### src/rtl/settings_wb_arbiter_if.sv
// Wishbone bundle between the game-settings requesters, the arbiter and the setup-memory slave.
// Master-side signals are packed per requester; slave-side signals are the single shared port.
interface settings_wb_arbiter_if #(
    parameter int NUM_MASTERS = 3,
    parameter int ADDR_WIDTH  = 8,
    parameter int DATA_WIDTH  = 16
);
    logic [NUM_MASTERS-1:0]            m_cyc;
    logic [NUM_MASTERS-1:0]            m_stb;
    logic [NUM_MASTERS-1:0]            m_we;
    logic [NUM_MASTERS*ADDR_WIDTH-1:0] m_adr;
    logic [NUM_MASTERS*DATA_WIDTH-1:0] m_dat_w;
    logic [DATA_WIDTH-1:0]             m_dat_r;
    logic [NUM_MASTERS-1:0]            m_ack;
    logic [NUM_MASTERS-1:0]            m_err;

    logic                              s_cyc;
    logic                              s_stb;
    logic                              s_we;
    logic [ADDR_WIDTH-1:0]             s_adr;
    logic [DATA_WIDTH-1:0]             s_dat_w;
    logic [DATA_WIDTH-1:0]             s_dat_r;
    logic                              s_ack;

    // Requester side: drives requests, receives responses.
    modport master (
        output m_cyc, m_stb, m_we, m_adr, m_dat_w,
        input  m_dat_r, m_ack, m_err
    );

    // Settings slave side: receives the muxed bus, returns data and ack.
    modport slave (
        input  s_cyc, s_stb, s_we, s_adr, s_dat_w,
        output s_dat_r, s_ack
    );

    // Arbiter view: sits between all requesters and the slave.
    modport arbiter (
        input  m_cyc, m_stb, m_we, m_adr, m_dat_w, s_dat_r, s_ack,
        output m_dat_r, m_ack, m_err, s_cyc, s_stb, s_we, s_adr, s_dat_w
    );
endinterface

### src/rtl/settings_wb_arbiter.sv
// Round-robin Wishbone arbiter sharing the game-settings slave between several requesters.
// The owner keeps the bus for its whole cycle; a watchdog aborts strobes that are never acked.
module settings_wb_arbiter #(
    parameter int NUM_MASTERS = 3,
    parameter int ADDR_WIDTH  = 8,
    parameter int DATA_WIDTH  = 16,
    parameter int TIMEOUT     = 15
) (
    input  logic                           clk,
    input  logic                           rst,
    settings_wb_arbiter_if.arbiter         bus,
    output logic [$clog2(NUM_MASTERS)-1:0] grant_id,
    output logic                           busy
);
    localparam int GW = $clog2(NUM_MASTERS);
    localparam int TW = $clog2(TIMEOUT);

    typedef enum logic [1:0] {IDLE, OWNED, RELEASE} state_t;

    state_t                 state_reg;
    logic [GW-1:0]          grant_reg;
    logic [GW-1:0]          last_grant_reg;
    logic [TW-1:0]          wd_cnt_reg;
    logic [NUM_MASTERS-1:0] err_reg;

    logic [GW-1:0]          cand_idx [NUM_MASTERS];
    logic [NUM_MASTERS-1:0] cand_req;
    logic [GW-1:0]          pick;
    logic                   pick_valid;

    logic owned;
    logic owner_cyc;
    logic cyc_int;
    logic stb_int;
    logic ack_fwd;

    // Candidate gi is the master gi+1 places after the last winner.
    generate
        for (genvar gi = 0; gi < NUM_MASTERS; gi++) begin : g_cand
            assign cand_idx[gi] = GW'((int'(last_grant_reg) + 1 + gi) % NUM_MASTERS);
            assign cand_req[gi] = bus.m_cyc[cand_idx[gi]];
            assign bus.m_ack[gi] = ack_fwd && (grant_reg == GW'(gi));
        end
    endgenerate

    always_comb begin
        pick       = cand_idx[0];
        pick_valid = 1'b0;
        for (int k = NUM_MASTERS - 1; k >= 0; k--) begin
            if (cand_req[k]) begin
                pick       = cand_idx[k];
                pick_valid = 1'b1;
            end
        end
    end

    assign owned     = (state_reg == OWNED);
    assign owner_cyc = bus.m_cyc[grant_reg];
    assign cyc_int   = owned && owner_cyc;
    assign stb_int   = cyc_int && bus.m_stb[grant_reg];
    // An ack during the cycle the owner lets go, or during reset, is swallowed.
    assign ack_fwd   = cyc_int && bus.s_ack && !rst;

    assign bus.s_cyc   = cyc_int;
    assign bus.s_stb   = stb_int;
    assign bus.s_we    = owned && bus.m_we[grant_reg];
    assign bus.s_adr   = owned ? bus.m_adr[grant_reg*ADDR_WIDTH +: ADDR_WIDTH] : '0;
    assign bus.s_dat_w = owned ? bus.m_dat_w[grant_reg*DATA_WIDTH +: DATA_WIDTH] : '0;
    assign bus.m_dat_r = owned ? bus.s_dat_r : '0;
    assign bus.m_err   = err_reg;
    assign grant_id    = grant_reg;
    assign busy        = owned;

    always_ff @(posedge clk) begin
        if (rst) begin
            state_reg      <= IDLE;
            grant_reg      <= '0;
            last_grant_reg <= GW'(NUM_MASTERS - 1);
            wd_cnt_reg     <= '0;
            err_reg        <= '0;
        end else begin
            err_reg <= '0;
            case (state_reg)
                IDLE: begin
                    if (pick_valid) begin
                        grant_reg      <= pick;
                        last_grant_reg <= pick;
                        wd_cnt_reg     <= '0;
                        state_reg      <= OWNED;
                    end
                end
                OWNED: begin
                    if (!owner_cyc) begin
                        state_reg <= RELEASE;
                    end else if (bus.s_ack) begin
                        wd_cnt_reg <= '0;
                    end else if (stb_int) begin
                        // Limit reached with no ack: abort and signal the owner.
                        if (wd_cnt_reg == TW'(TIMEOUT - 1)) begin
                            err_reg[grant_reg] <= 1'b1;
                            state_reg          <= RELEASE;
                        end else begin
                            wd_cnt_reg <= wd_cnt_reg + 1'b1;
                        end
                    end
                end
                RELEASE: state_reg <= IDLE;
                default: state_reg <= IDLE;
            endcase
        end
    end
endmodule

### src/flat_wrapper.sv
// flat-port wrapper written by rule: the top's interface ports become plain ports
module settings_wb_arbiter_flat 
#(
    parameter int NUM_MASTERS = 3,
    parameter int ADDR_WIDTH  = 8,
    parameter int DATA_WIDTH  = 16,
    parameter int TIMEOUT     = 15
)
  (clk, rst, grant_id, busy, bus_m_cyc, bus_m_stb, bus_m_we, bus_m_adr, bus_m_dat_w, bus_s_dat_r, bus_s_ack, bus_m_dat_r, bus_m_ack, bus_m_err, bus_s_cyc, bus_s_stb, bus_s_we, bus_s_adr, bus_s_dat_w);
  settings_wb_arbiter_if #(.NUM_MASTERS(NUM_MASTERS), .ADDR_WIDTH(ADDR_WIDTH), .DATA_WIDTH(DATA_WIDTH)) bus_i ();
  input  logic clk;
  input  logic rst;
  output logic [$clog2(NUM_MASTERS)-1:0] grant_id;
  output logic busy;
  input wire logic [$bits(bus_i.m_cyc)-1:0] bus_m_cyc;
  input wire logic [$bits(bus_i.m_stb)-1:0] bus_m_stb;
  input wire logic [$bits(bus_i.m_we)-1:0] bus_m_we;
  input wire logic [$bits(bus_i.m_adr)-1:0] bus_m_adr;
  input wire logic [$bits(bus_i.m_dat_w)-1:0] bus_m_dat_w;
  input wire logic [$bits(bus_i.s_dat_r)-1:0] bus_s_dat_r;
  input wire logic [$bits(bus_i.s_ack)-1:0] bus_s_ack;
  output wire logic [$bits(bus_i.m_dat_r)-1:0] bus_m_dat_r;
  output wire logic [$bits(bus_i.m_ack)-1:0] bus_m_ack;
  output wire logic [$bits(bus_i.m_err)-1:0] bus_m_err;
  output wire logic [$bits(bus_i.s_cyc)-1:0] bus_s_cyc;
  output wire logic [$bits(bus_i.s_stb)-1:0] bus_s_stb;
  output wire logic [$bits(bus_i.s_we)-1:0] bus_s_we;
  output wire logic [$bits(bus_i.s_adr)-1:0] bus_s_adr;
  output wire logic [$bits(bus_i.s_dat_w)-1:0] bus_s_dat_w;
  assign bus_i.m_cyc = bus_m_cyc;
  assign bus_i.m_stb = bus_m_stb;
  assign bus_i.m_we = bus_m_we;
  assign bus_i.m_adr = bus_m_adr;
  assign bus_i.m_dat_w = bus_m_dat_w;
  assign bus_i.s_dat_r = bus_s_dat_r;
  assign bus_i.s_ack = bus_s_ack;
  assign bus_m_dat_r = bus_i.m_dat_r;
  assign bus_m_ack = bus_i.m_ack;
  assign bus_m_err = bus_i.m_err;
  assign bus_s_cyc = bus_i.s_cyc;
  assign bus_s_stb = bus_i.s_stb;
  assign bus_s_we = bus_i.s_we;
  assign bus_s_adr = bus_i.s_adr;
  assign bus_s_dat_w = bus_i.s_dat_w;
  settings_wb_arbiter #(.NUM_MASTERS(NUM_MASTERS), .ADDR_WIDTH(ADDR_WIDTH), .DATA_WIDTH(DATA_WIDTH), .TIMEOUT(TIMEOUT)) u_core (.clk(clk), .rst(rst), .bus(bus_i), .grant_id(grant_id), .busy(busy));
endmodule
### config.mk
export PLATFORM = sky130hd
export DESIGN_NAME = settings_wb_arbiter_flat
export DESIGN_NICKNAME = d
export VERILOG_FILES = /design/src/rtl/settings_wb_arbiter_if.sv /design/src/rtl/settings_wb_arbiter.sv /design/src/flat_wrapper.sv
export SDC_FILE = /design/constraint.sdc
export NUM_CORES = 1
export LEC_CHECK = 0
export CORE_ASPECT_RATIO = 0.6
export CORE_UTILIZATION = 31
export CTS_CLUSTER_SIZE = 14
export DETAILED_ROUTE_END_ITERATION = 10
export HOLD_SLACK_MARGIN = 0.08
export PLACE_DENSITY_LB_ADDON = 0.05
export SYNTH_ARGS = -nofsm -noshare
export SYNTH_HDL_FRONTEND = slang
export SYNTH_SLANG_ARGS = --single-unit
### constraint.sdc
create_clock -name clk -period 3.5 [get_ports clk]
set_clock_uncertainty 0.05 [all_clocks]
set_input_delay 0.35 -clock clk [delete_from_list [all_inputs] [get_ports clk]]
set_output_delay 0.35 -clock clk [all_outputs]
set_load 0.1 [all_outputs]
Word level (Yosys, flattened, before mapping):

Cells that the tools add are included.

* output and inout port bits: 52
* word-level logic and storage cells: 86
* bits in registers: 13
* input port bits: 100

* muxes and demuxes: 35
* divide/modulo/power cells: 3
* shifts and indexed selects: 2
* equality and inequality tests: 11
* reductions and logical operators: 17
* $lt $le $gt $ge: 5
* add/sub/neg operators: 4
* bitwise gates (word level): 4

Operator list (number)
* 32-bit by 3-bit remainder unit with 32-bit output, second input constant: 3
* 48-bit by 7-bit indexed part select with 16-bit output: 1
* 32-bit by 2-bit adder with 32-bit output, second input constant: 1
* 32-bit by 3-bit adder with 32-bit output, second input constant: 1
* 16-bit 2-to-1 mux: 2
* 24-bit by 6-bit indexed part select with 8-bit output: 1
* 4-bit 2-to-1 mux: 5
* 2-bit 2-to-1 mux: 8
* 3-bit inequality test, second input constant: 5
* 1-bit binary-select mux with 2-bit select: 6
* 2-bit by 3-bit < comparator with 1-bit output, second input constant: 4
* 1-bit 2-to-1 mux: 10
* 1-bit logical AND: 9
* 8-bit 2-to-1 mux: 1
* 4-bit case mux with 2 select lines: 1
* 6-bit OR reduction: 1
* 5-bit AND reduction: 1
* 4-bit by 1-bit adder with 4-bit output, second input constant: 1
* 2-bit by 1-bit == test with 1-bit output, second input constant: 2
* 4-bit == test, second input constant: 1
* 2-bit zero test: 2
* 1-bit NOT: 4
* 2-bit case mux with 2 select lines: 1
* 4-bit AND reduction: 1
* 9 further kinds: 9

Depth between registers and ports, before layout:

Gate-level depths: netlist of run 1.

* depth in word-level cells: 10
* gate-level depth with buffers: 10
* mapped depth without buffers: 7

Worst setup path after synthesis of run 1:

No wires, ideal clock.

* path type: register -> output
* from: register u_core.grant_reg[1] (netlist: u_core.grant_id[1])
* to: output port bus_m_ack[0]
* stages on the path, launching flop included: 8
* setup slack: -1290 ps
* data required time: 3100 ps
* arrival time: 4390 ps
* path buffers: 2
* cell sequence: dfxtp_1 > buf_4 > nor2b_4 > buf_6 > o2bb2ai_4 > and2_2 > nand3b_1 > nor3_1

* longest elaborated chain between the ends: 6
* elaborated cells on any way between the ends: 7
* those cells by class: 2 x mux; 5 x reduce/logical

RTL lines
* start, declared: RTL line settings_wb_arbiter.sv:21 `logic [GW-1:0] grant_reg;`
* start signal, assigned: RTL line settings_wb_arbiter.sv:86 `grant_reg <= pick;`
* 1-bit binary-select mux with 2-bit select: RTL line settings_wb_arbiter.sv:58 `assign owner_cyc = bus.m_cyc[grant_reg];`
* 1-bit 2-to-1 mux (implied by the code): RTL line settings_wb_arbiter.sv:58
* 1-bit logical AND: RTL line settings_wb_arbiter.sv:59 `assign cyc_int = owned && owner_cyc;`
* named net bus_s_cyc: RTL line flat_wrapper.sv:25 `output wire logic [$bits(bus_i.s_cyc)-1:0] bus_s_cyc;`
* 1-bit logical AND (2 in series): RTL line settings_wb_arbiter.sv:62 `assign ack_fwd = cyc_int && bus.s_ack && !rst;`
* 1-bit logical AND: RTL line settings_wb_arbiter.sv:42 `assign bus.m_ack[gi] = ack_fwd && (grant_reg == GW'(gi));`
* end, declared: RTL line flat_wrapper.sv:23 `output wire logic [$bits(bus_i.m_ack)-1:0] bus_m_ack;`

The timed path passes the listed nets, and every way through them passes these cells. The select of a mux whose other input is x is not followed.

Final worst setup path of run 1:

* from: input port bus_m_cyc[1]
* to: output port bus_m_ack[0]

* longest elaborated chain between the ends: 6

RTL lines
* start, declared: RTL line flat_wrapper.sv:15 `input wire logic [$bits(bus_i.m_cyc)-1:0] bus_m_cyc;`
* 1-bit binary-select mux with 2-bit select: RTL line settings_wb_arbiter.sv:58
* 1-bit 2-to-1 mux (implied by the code): RTL line settings_wb_arbiter.sv:58
* 1-bit logical AND: RTL line settings_wb_arbiter.sv:59
* 1-bit logical AND (2 in series): RTL line settings_wb_arbiter.sv:62
* 1-bit logical AND: RTL line settings_wb_arbiter.sv:42

No other way between the ends. The select of a mux whose other input is x is not followed.

==> impl_results.md, run 1 <==
* Status: complete, no violations
* Seq/Total Area, Yosys at 14.81%
* CTS tree: yes
* # Max-Cap Violations at 0
* Async S/R FF share, synth at 0%
* Synthesized area at 1622 µm²
* Antenna violations before repair at 0
* Flops & latches, synth at 12
* Synth warn at 0
* CP max stage delay at 0.55 ns
* PD cells at 916.9 nW/µm²
* Logic gate share of total power at 90.2%
* Initial Util at 33.77%
* Worst slew pin tran at 0.9732 ns
* Top-count cell post-synth: nor2_1
* Vias in the first global route at 1979
* Critical path startpoint category: input port
* Placed cell area at 3498 µm²
* CTS buffer count at 3
* Crit path kind: input port to primary output
* Delay-heaviest family, CP: buffers and inverters
* Post-CTS Resized at 0
* Syn avg cell area at 6.930 µm²
* Peak VDD IR at 642.0 µV
* Clk pwr share at 4.0%
* Fin crit period at 2.540 ns
* ANT nets after route at 0
* Vias per Instance at 4.979
* # IOs at 152
* Synth top area share at 18.52%
* Slowest stage cell, crit path: clkdlybuf4s50_1
* Ant. Diodes at 0
* CTS Hold Buffers Added at 0
* PortBufs at 151
* Core area at 4802 µm²
* Area growth syn-to-layout at 118.3%
* # DRC at 0
* Clock Latency Late Sink at 0.25 ns
* Share of power burned in registers at 5.8%
* Critical Path Sink Type: primary output
* Area contributors post-synth: mux2i_1 19%, dfxtp_1 15%, nor2_1 13%, a21oi_1 8.3%, and2_1 6.6%
* Violation count after the first detailed-route iteration at 71
* Final Hold Viols at 0
* Commonest register cell after synthesis: dfxtp_1
* Sw Share at 63.42%
* Commonest cells post-synth: 56 x nor2_1, 30 x mux2i_1, 27 x a21oi_1
* Via count at 2186
* Chip Height at 58.02 µm
* Overflow after GRT at 0
* Arr. time, crit path at 2.14 ns
* Internal power at 1.187 mW
* WL per Instance at 14.33 µm
* Synth cell types at 40
* CP cell instances: clkdlybuf4s50_1, mux2i_1, o2bb2ai_4, and2_2, nand3b_1, nor3_4, buf_12
* Post-synth top area cell: mux2i_1
* Chip Width at 95.37 µm
* Total track usage at 22.34%
* Fmax at 393.6 MHz
* Setup repair bufs after CTS at 0
* Max-slew violation count at 0
* Setup_tns at 0 ns
* Crit-path max FO at 6
* Sink Count at 12
* NumNets Final at 484
* First-pass GRT wire length at 9522 µm
* Largest register FFs at 4
* Final-layout fill cell count at 362
* Placer Congestion at 0.8833
* Hold WC Path Type: flop to flop
* Largest net degree at the start of global routing at 32
* Worst path buffer plus inverter count at 2
* Post-synth EDFFs at 0
* Total die area at 5533 µm²
* Worst slew margin at 34.92%
* Final Total Pwr at 3.245 mW
* Final setup violation count at 0
* Cell row count at 19
* WL final at 6291 µm
* P_sw at 2.058 mW
* Bufs on Longest Clock Path at 2
* CTS root buf: clkbuf_8
* Share of post-route cells with drive strength above 1 at 22.87%
* Post-Syn Nets at 340
* Post-Syn Instances at 234
* Data required time of the worst path at 3.10 ns
* Clock transition at path regs at 0.05 ns
* H-tree depth at 1
* Drt first pass iters at 5
* RSZ-0062 raised after global routing: no
* Tcrit/Tclk final at 72.59%
* Final Instance Area at 3540 µm²
* Pleak at 1.423 nW
* Final HPWL DP at 5132 µm
## cell type report
class	count	area (µm²)	share of cell area [%]
inverter	9	33.78	0.9544
clock buffer	3	41.29	1.166
sequential	12	241.5	6.822
timing repair buffer	156	1817	51.33
tap	63	78.83	2.227
multi-input combinational	196	1328	37.50
## per-stage QoR
stage,hold slack (ns),cells,util [%],worst slack [ns]
floorplan,0.4169,234,-,-0.1850
global placement,0.4408,436,72.85,0.9907
detailed placement,0.4460,436,72.85,0.9665
CTS,0.4587,439,73.71,0.9256
global route,0.4789,439,73.71,0.8098
finish,0.4587,439,73.71,0.9595
## placed cells by master, fill, tap and decap left out, types with 2 or more instances in the layout
cell type / Yosys / final
and2_1: 17 / 17
nor2_2: 0 / 22
buf_12: 0 / 31
and3_1: 3 / 3
nor2_1: 56 / 34
clkdlybuf4s50_1: 0 / 103
buf_4: 3 / 22
inv_1: 9 / 9
dfxtp_1: 12 / 11
a211oi_1: 3 / 3
ha_1: 6 / 6
nor3_1: 7 / 6
a21oi_1: 27 / 27
clkbuf_8: 0 / 3
mux2_2: 2 / 2
nand3b_1: 4 / 4
mux2i_1: 30 / 30
nand2b_1: 3 / 3
o22ai_1: 4 / 4
o2111ai_1: 2 / 2
o21ai_0: 2 / 2
o32ai_1: 2 / 2
nand2_1: 8 / 8
nor2b_1: 3 / 3
## logic make-up after synthesis
group | count (synthesis) | synth area share [%]
compound gates | 50 | 20.53
buf+inv | 26 | 7.407
flops | 12 | 14.81
simple gates | 108 | 32.72
fa+ha+maj | 6 | 4.630
mux | 32 | 19.91
## worst reg2reg max path, cell delays in order, from the launching register on
cell and delay, ns:
dfxtp_2 0.39, inv_1 0.13, ha_1 0.40, nand2_1 0.17
o22ai_1 0.14, o311ai_1 0.65, and2_1 0.22, o21bai_1 0.06
## per-layer routing
| layer | wire (µm) | vias to the layer above | GRT usage [%] |
|---|---|---|---|
| li1 | - | 1105 | - |
| met1 | 2499 | 967 | 27.37 |
| met2 | 2982 | 105 | 38.27 |
| met3 | 731 | 9 | 7.349 |
| met4 | 78 | 0 | 5.117 |
| met5 | 0 | - | 0 |
## final timing paths
kind                             from                       end  slack, ns  cells past startpoint
max                      bus_m_cyc[1]              bus_m_ack[0]       0.96                      7
min              u_core.wd_cnt_reg[3]      u_core.wd_cnt_reg[3]       0.46                      2
max reg2reg  u_core.last_grant_reg[0]  u_core.last_grant_reg[1]       1.16                      7
min reg2reg      u_core.wd_cnt_reg[3]      u_core.wd_cnt_reg[3]       0.46                      2
## power groups by stage
stage | clock [mW] | combinational, mW | sequential, mW
floorplan | 0 | 2.05 | 0.205
global placement | 0 | 2.91 | 0.189
detailed placement | 0 | 2.93 | 0.189
CTS | 0.132 | 2.94 | 0.187
global route | 0.137 | 3.07 | 0.192
finish | 0.130 | 2.93 | 0.187
Note: power is estimated with default switching activity, not from simulation.
==> inputs of run 2 (changes only) <==
clock period = 2.35 ns   (was 3.5 ns; I/O delays follow)
==> impl_results.md, run 2 (same netlist as run 1, synthesis figures left out) <==
* CTS root buf: clkbuf_8
* Data required time of the worst path at 2.07 ns (-1.03 ns)
* Final setup violation count at 0 (unchanged)
* Sink Count at 12 (unchanged)
* Vias per Instance at 5.169 (+3.8%)
* CTS buffer count at 3 (unchanged)
* Hold WC Path Type: flop to flop
* # DRC at 0 (unchanged)
* Core area at 4802 µm² (unchanged)
* ANT nets after route at 0 (unchanged)
* Peak VDD IR at 998.9 µV (+56%)
* Total track usage at 25.98% (+3.6 points)
* Largest register FFs at 4 (unchanged)
* Most used cell, CP: buf_4
* Area growth syn-to-layout at 144.9%
* # Max-Cap Violations at 0 (unchanged)
* Chip Width at 95.37 µm (unchanged)
* Delay-heaviest family, CP: buffers and inverters
* Tcrit/Tclk final at 97.35%
* Critical path startpoint category: flop
* Most frequent cells in the layout: 99 x clkdlybuf4s50_1, 47 x buf_12, 30 x mux2i_1, 29 x nor2_1, 27 x a21oi_1
* Critical Path Sink Type: primary output
* Total die area at 5533 µm² (unchanged)
* Clock Latency Late Sink at 0.24 ns (about the same)
* Final Total Pwr at 5.445 mW (+68%)
* Pleak at 1.558 nW (+9.5%)
* CTS Hold Buffers Added at 0 (unchanged)
* H-tree depth at 1 (unchanged)
* Worst path buffer plus inverter count at 3 (+1)
* Overflow after GRT at 0 (unchanged)
* Sw Share at 60.71% (-2.7 points)
* Status: complete, no violations
* Slowest stage cell, crit path: dfxtp_2
* WL per Instance at 16.52 µm (+15%)
* Final Hold Viols at 0 (unchanged)
* Arr. time, crit path at 2.00 ns (-0.14 ns)
* Largest net degree at the start of global routing at 27 (-16%)
* First-pass GRT wire length at 11100 µm (+17%)
* Share of post-route cells with drive strength above 1 at 30.83% (+8.0 points)
* Clk pwr share at 4.3% (+0.3 points)
* Setup_tns at 0 ns (unchanged)
* Fmax at 437.1 MHz
* CTS tree: yes
* Share of power burned in registers at 5.7% (about the same)
* CP cell instances: buf_4, mux2i_1, o2bb2ai_4, and2_4, nand3b_1, buf_4, nor2_4, buf_12
* Final HPWL DP at 6095 µm (+19%)
* Crit-path max FO at 6 (unchanged)
* Bufs on Longest Clock Path at 2 (unchanged)
* Initial Util at 33.77% (unchanged)
* Internal power at 2.139 mW (+80%)
* # IOs at 152 (unchanged)
* Worst slew pin tran at 0.6574 ns (-0.3158 ns)
* Ant. Diodes at 0 (unchanged)
* Cell row count at 19 (unchanged)
* P_sw at 3.306 mW (+61%)
* Chip Height at 58.02 µm (unchanged)
* Crit path kind: flop to primary output
* Max-slew violation count at 0 (unchanged)
* WL final at 7419 µm (+18%)
* Violation count after the first detailed-route iteration at 81 (+14%)
* PD cells at 1371 nW/µm² (+50%)
* Vias in the first global route at 2248 (+14%)
* Logic gate share of total power at 90.1% (about the same)
* PortBufs at 151 (unchanged)
* Fin crit period at 2.288 ns
* Leading cell type in the layout, fill and taps excluded: clkdlybuf4s50_1
* Via count at 2321 (+6.2%)
* NumNets Final at 493 (+1.9%)
* Worst slew margin at 56.18% (+21 points)
* Antenna violations before repair at 0 (unchanged)
* Drt first pass iters at 4 (-1)
* Clock transition at path regs at 0.06 ns (about the same)
* Placer Congestion at 0.9063 (+2.6%)
* CP max stage delay at 0.36 ns (-0.19 ns)
## run 2: changes by cell type in the layout (fill, tap and decap cells not counted), moves of 5 or more
cell / before / now
and2_1: 17 / 8
and2_2: 1 / 9
buf_12: 31 / 47
nor2_1: 34 / 29
nor2_2: 22 / 5
nor2_4: 0 / 22
## run 2: path summary, 6_finish.rpt
path | start | end | slack, ns | cells after the start
setup / recovery | u_core.last_grant_reg[0] | bus_m_ack[2] | 0.06 | 8
hold / removal | u_core.wd_cnt_reg[3] | u_core.wd_cnt_reg[3] | 0.47 | 2
setup reg to reg | u_core.last_grant_reg[0] | u_core.wd_cnt_reg[1] | 0.25 | 7
hold reg to reg | u_core.wd_cnt_reg[3] | u_core.wd_cnt_reg[3] | 0.47 | 2
## run 2: worst min-delay path, stage by stage (launching register included)
cell and delay, ns:
dfxtp_1 0.32, nand2b_1 0.07, o32ai_1 0.08
## run 2: what timing repair did
item / 4_1_cts / 5_1_grt
endpoints found under the setup margin: 0 / 3
resized for setup: 0 / 0
buffers inserted: 0 / 3
## run 2: power by group through the flow
stage	Sequential (mW)	Combinational [mW]	Clock [mW]
floorplan	0.309	3.32	0
global placement	0.310	4.82	0
detailed placement	0.311	4.87	0
CTS	0.308	4.88	0.239
global route	0.316	5.11	0.244
finish	0.309	4.90	0.232
## run 2: metrics by stage
| stage | instance area (µm²) | instances | utilization (%) | setup slack, ns | hold slack [ns] |
|---|---|---|---|---|---|
| 2_1_floorplan | 1863 | 234 | - | -0.5300 | 0.3789 |
| 3_3_place_gp | 3894 | 442 | 81.08 | 0.1735 | 0.4446 |
| 3_5_place_dp | 3894 | 442 | 81.08 | 0.1246 | 0.4581 |
| 4_1_cts | 3949 | 446 | 82.23 | 0.01225 | 0.4669 |
| 5_1_grt | 3971 | 449 | 82.70 | -0.01616 | 0.4926 |
| 6_report | 3971 | 449 | 82.70 | 0.06217 | 0.4686 |
## run 2: area by class of cell
cell class                      count  area, µm²
Tap cell                           63      78.83
Timing Repair Buffer              165       2074
Fill cell                         316      830.8
Clock buffer                        4      55.05
Multi-Input combinational cell    196       1484
Inverter                            9      33.78
Sequential cell                    12      245.2
## run 2: per-layer routing
layer	routed length, µm	track usage [%]	up-vias
met5	0	0	-
met4	85	4.478	0
met3	791	9.318	6
met2	3757	48.37	125
met1	2785	28.88	1069
li1	-	-	1121
